===== src/rtl/dump_pulse_gen.sv =====
// Multi-channel Q-damping dump pulse generator: each enabled channel emits one
// programmable delay/width pulse per rising edge of the sequencer start level.
module dump_pulse_gen #(
    parameter int               N_CH      = 2,
    parameter int               CNT_W     = 16,
    parameter logic [CNT_W-1:0] DEF_DELAY = CNT_W'(10),
    parameter logic [CNT_W-1:0] DEF_WIDTH = CNT_W'(50)
) (
    input  logic             clk_sys,
    input  logic             rst_n,
    input  logic             state_start,
    input  logic [N_CH-1:0]  ch_en,
    input  logic             abort,
    input  logic             cfg_we,
    input  logic [7:0]       cfg_addr,
    input  logic [CNT_W-1:0] cfg_data,
    output logic [N_CH-1:0]  dump_on,
    output logic             busy,
    output logic             retrig_err
);

    typedef enum logic [1:0] {
        S_IDLE  = 2'd0,
        S_DELAY = 2'd1,
        S_ON    = 2'd2
    } state_t;

    state_t           r_state     [N_CH];
    logic [CNT_W-1:0] r_cnt       [N_CH];
    logic [CNT_W-1:0] r_wid_lat   [N_CH];
    logic [CNT_W-1:0] r_delay_reg [N_CH];
    logic [CNT_W-1:0] r_width_reg [N_CH];

    logic            r_start_d;
    logic            r_busy;
    logic            r_retrig;
    logic [N_CH-1:0] r_dump_on;

    logic            w_trig;
    logic [N_CH-1:0] w_active;
    logic [6:0]      w_cfg_ch;
    logic            w_cfg_sel_w;

    assign w_trig      = state_start & ~r_start_d;
    assign w_cfg_ch    = cfg_addr[7:1];
    assign w_cfg_sel_w = cfg_addr[0];

    always_comb begin
        w_active = '0;
        for (int i = 0; i < N_CH; i++) begin
            w_active[i] = (r_state[i] != S_IDLE);
        end
    end

    // Channel indices beyond N_CH simply match no register and are dropped.
    always_ff @(posedge clk_sys or negedge rst_n) begin
        if (!rst_n) begin
            for (int i = 0; i < N_CH; i++) begin
                r_delay_reg[i] <= DEF_DELAY;
                r_width_reg[i] <= DEF_WIDTH;
            end
        end else if (cfg_we) begin
            for (int i = 0; i < N_CH; i++) begin
                if (w_cfg_ch == 7'(i)) begin
                    if (w_cfg_sel_w) begin
                        r_width_reg[i] <= cfg_data;
                    end else begin
                        r_delay_reg[i] <= cfg_data;
                    end
                end
            end
        end
    end

    // Outputs lag the FSM state by one edge, so dump_on rises at T0+1+D and
    // busy falls on the same edge as the last dump_on.
    always_ff @(posedge clk_sys or negedge rst_n) begin
        if (!rst_n) begin
            r_start_d <= 1'b0;
            r_busy    <= 1'b0;
            r_retrig  <= 1'b0;
            r_dump_on <= '0;
            for (int i = 0; i < N_CH; i++) begin
                r_state[i]   <= S_IDLE;
                r_cnt[i]     <= '0;
                r_wid_lat[i] <= '0;
            end
        end else begin
            r_start_d <= state_start;
            r_retrig  <= w_trig & (|(ch_en & w_active));
            r_busy    <= ~abort & (|w_active);
            for (int i = 0; i < N_CH; i++) begin
                if (abort) begin
                    r_state[i]   <= S_IDLE;
                    r_cnt[i]     <= '0;
                    r_dump_on[i] <= 1'b0;
                end else begin
                    r_dump_on[i] <= (r_state[i] == S_ON);
                    case (r_state[i])
                        S_IDLE: begin
                            if (w_trig && ch_en[i] && (r_width_reg[i] != '0)) begin
                                r_wid_lat[i] <= r_width_reg[i];
                                if (r_delay_reg[i] == '0) begin
                                    r_state[i] <= S_ON;
                                    r_cnt[i]   <= r_width_reg[i];
                                end else begin
                                    r_state[i] <= S_DELAY;
                                    r_cnt[i]   <= r_delay_reg[i];
                                end
                            end
                        end
                        S_DELAY: begin
                            if (r_cnt[i] <= CNT_W'(1)) begin
                                r_state[i] <= S_ON;
                                r_cnt[i]   <= r_wid_lat[i];
                            end else begin
                                r_cnt[i] <= r_cnt[i] - CNT_W'(1);
                            end
                        end
                        S_ON: begin
                            if (r_cnt[i] <= CNT_W'(1)) begin
                                r_state[i] <= S_IDLE;
                                r_cnt[i]   <= '0;
                            end else begin
                                r_cnt[i] <= r_cnt[i] - CNT_W'(1);
                            end
                        end
                        default: begin
                            r_state[i] <= S_IDLE;
                            r_cnt[i]   <= '0;
                        end
                    endcase
                end
            end
        end
    end

    assign dump_on    = r_dump_on;
    assign busy       = r_busy;
    assign retrig_err = r_retrig;

endmodule


===== config.mk =====
export PLATFORM = sky130hd
export DESIGN_NAME = dump_pulse_gen
export DESIGN_NICKNAME = d
export VERILOG_FILES = /design/src/rtl/dump_pulse_gen.sv
export SDC_FILE = /design/constraint.sdc
export NUM_CORES = 1
export LEC_CHECK = 0
export CORE_MARGIN = 2
export CORE_UTILIZATION = 50
export DETAILED_ROUTE_END_ITERATION = 6
export GPL_TIMING_DRIVEN = 0
export HOLD_SLACK_MARGIN = 0.12
export PLACE_DENSITY = 0.66
export SLEW_MARGIN = 20
export SYNTH_ARGS = -nofsm -noshare
export SYNTH_HDL_FRONTEND = slang
export SYNTH_SLANG_ARGS = --single-unit

===== constraint.sdc =====
create_clock -name clk_sys -period 4.9 [get_ports clk_sys]
set_input_delay 0.98 -clock clk_sys [delete_from_list [all_inputs] [get_ports clk_sys]]
set_output_delay 0.98 -clock clk_sys [all_outputs]
set_load 0.02 [all_outputs]

==> reports/results.ini <==
[status]
status = complete, no violations

[pwr]
finalPower_mw = 3.375
irDropWorstVdd_mv = 0.2876
leakage_nw = 3.795
power_density_nw_per_um2 = 427.7

[detailed_routing]
drtIter0Drc = 456
drt-pass1-iter-count = 5
ant_nets = 0
via_per_inst = 6.031
wl_mm = 15.98
drt_drc_violations_left = 0
drt-wirelength-per-cell_um = 19.54
vias = 4933

[synthesis]
synth_cell_types = 61
synth_area_um2 = 6683
synth.net_count = 611
ys_seq_area_frac = 0.5149
synth_top_area_cell = dfrtp_1
synth_top_area_frac = 0.4756
synth_compound_area_frac = 0.1329
ys.flop_type = dfrtp_1
synth_edf_count = 0
synth_xor_area_frac = 0.03014
synth_area_leaders = dfrtp_1 (48%), mux2_1 (12%), mux2_2 (4.0%), dfstp_2 (3.9%), a21oi_1 (3.3%)
synth_adder_area_share = 0.007489
synth_cells = 576
synth.area.mux_share = 0.1696
synth_seq_cells = 137
synthSimpleGateAreaFrac = 0.1226
syn_area_per_cell_um2 = 11.60
yosys_warnings = 0
synth_top_family_by_area = multiplexers
synth_async_sr_flop_share = 1.000

[placement]
placed_cells = 787
dp_hpwl_mm = 11.63
dpl_cell_area_um2 = 7276
gp_congestion = 0.8618
portBuffers = 34
dpl_worst_slack_ns = 1.496

[finish]
most-common-layout-cells = dfrtp_1 (127), mux2_1 (74), nor2_1 (50)
drive_above_1_share = 0.1262
final_cells = 818
final_area_um2 = 7891
n_antenna_cell = 0
syn_to_final_growth_pct = 18.09
final_common_cell = dfrtp_1
fin_nets = 665

[floorplan]
fp.dieH_um = 119.6
fp.coreArea_um2 = 13140
dieWidth_um = 119.6
die_area_um2 = 14310
ioPinCount = 35
initial_core_util = 0.5087
row_count = 42

[sta]
setup_viol = 0
finClkSkew_ns = 0.008554
fin_crit_sh = 0.6164
drv_slew = 0
hold_viol = 0
rsz0062_at_grt = false
slew-limit-headroom = 0.5110
fmax_mhz = 331.1
tightest_slew_ns = 0.7317
finalWorstSetupSlack_ns = 1.880
period_needed_ns = 3.020
timing.hold.ws_ns = 0.4497

[clock_tree]
cts-root-buf = clkbuf_16
clk_latency_ns = 0.43
holdBufCountCts = 0
htree_levels = 4
postCtsSetupBuffers = 0
cts_tree = built
clock_sinks = 137
clkTransAtPathRegs_ns = 0.06
postCtsResizedCells = 0
numCtsBuffers = 17
clockBufferDepth = 2

[setup_path]
arrival_ns = 3.32
worst_setup_path_start_kind = input pin
worstPathRequired_ns = 5.20
crit_fanout = 10
critical_path_class = input pin to flip-flop
worstSetupEndpointType = flip-flop

[min_path]
hp-class = input pin to async pin

[global_route]
overflow = 0
grt_max_degree = 94
antenna_found_initial = 0
grt_pass1_wl_mm = 26.47
grt_pass1_vias = 5012
track_usage = 0.2406

[job]
drv_cap = 0

critical path, stage by stage:
cell and delay, ns:
clkdlybuf4s50_1 0.48, nor2b_1 0.34, and3_1 0.22, clkbuf_1 0.36, nand2_1 0.30, buf_2 0.29, mux2_1 0.34
power by group:
group          switching, mW  total [mW]  leakage (nW)  internal (mW)
clock                  0.473        1.34         0.306          0.863
combinational          0.452       0.777          1.63          0.324
sequential            0.0628        1.26          1.86           1.20
metrics by stage:
step,setup TNS (ns),util
floorplan,0,-
global placement,-330.09,0.5513
detailed placement,0,0.5538
CTS,0,0.6007
global route,0,0.6007
finish,0,0.6007
per-layer routing:
metal	up-vias	wire (um)	GRT usage
met5	-	0	0
met4	0	301	0.09338
met3	30	762	0.04658
met2	136	7110	0.3489
met1	2495	7807	0.3574
li1	2272	-	-
cell usage after synthesis, types with 2 or more instances:
cell type,number
o21ai_0,16
nor3b_1,4
nor4b_1,2
mux2_1,74
a221o_1,10
or3_1,2
xnor2_1,11
nor2b_1,6
a311oi_1,2
nand2b_1,3
clkbuf_1,17
o22a_1,2
o2bb2ai_1,8
nand4b_1,2
a211oi_1,12
buf_1,3
nor2_1,50
inv_1,6
dfrtp_1,127
a31oi_1,2
nand4_1,3
nor3_2,2
o22ai_1,10
a211o_1,9
a21oi_1,44
dfstp_2,10
buf_2,5
mux2_2,24
a21o_1,2
xor2_1,12
and4_1,2
nand2_1,11
nor3_1,18
mux2i_1,3
or2_1,3
nor4_1,20
or4_1,2
and3_1,4
ha_1,4
and2_1,2
nand3_1,7
final timing paths:
kind	startpoint	to	slack (ns)	depth (start not counted)
min reg2reg	r_wid_lat[8]$_DFFE_PN0P_	r_cnt[8]$_DFFE_PN0P_	0.48	1
max	state_start	r_wid_lat[13]$_DFFE_PN0P_	1.88	7
min	rst_n	r_cnt[7]$_DFFE_PN0P_	0.45	1
min in group clk_sys	r_wid_lat[8]$_DFFE_PN0P_	r_cnt[8]$_DFFE_PN0P_	0.48	1
max in group asynchronous	rst_n	r_width_reg[17]$_DFFE_PN1P_	3.67	2
max reg2reg	r_width_reg[11]$_DFFE_PN0P_	r_wid_lat[13]$_DFFE_PN0P_	2.12	7
logic make-up after synthesis:
logic type	Yosys count
buffers and inverters	33
AND/OR/NAND/NOR	149
AO/OA/AOI/OAI	129
multiplexers	101
adder cells (fa/ha/maj)	4
XOR/XNOR	23
flip-flops	137
cell type report:
| class | instances | area, um2 |
|---|---|---|
| buffer | 27 | 126.4 |
| clock buffer | 24 | 501.7 |
| clock inverter | 7 | 113.9 |
| fill | 1105 | 5246 |
| inverter | 6 | 22.52 |
| multi-input combinational | 406 | 3093 |
| sequential | 137 | 3441 |
| tap | 176 | 220.2 |
| timing repair buffer | 35 | 372.9 |
(Power assumes the default switching activity.)
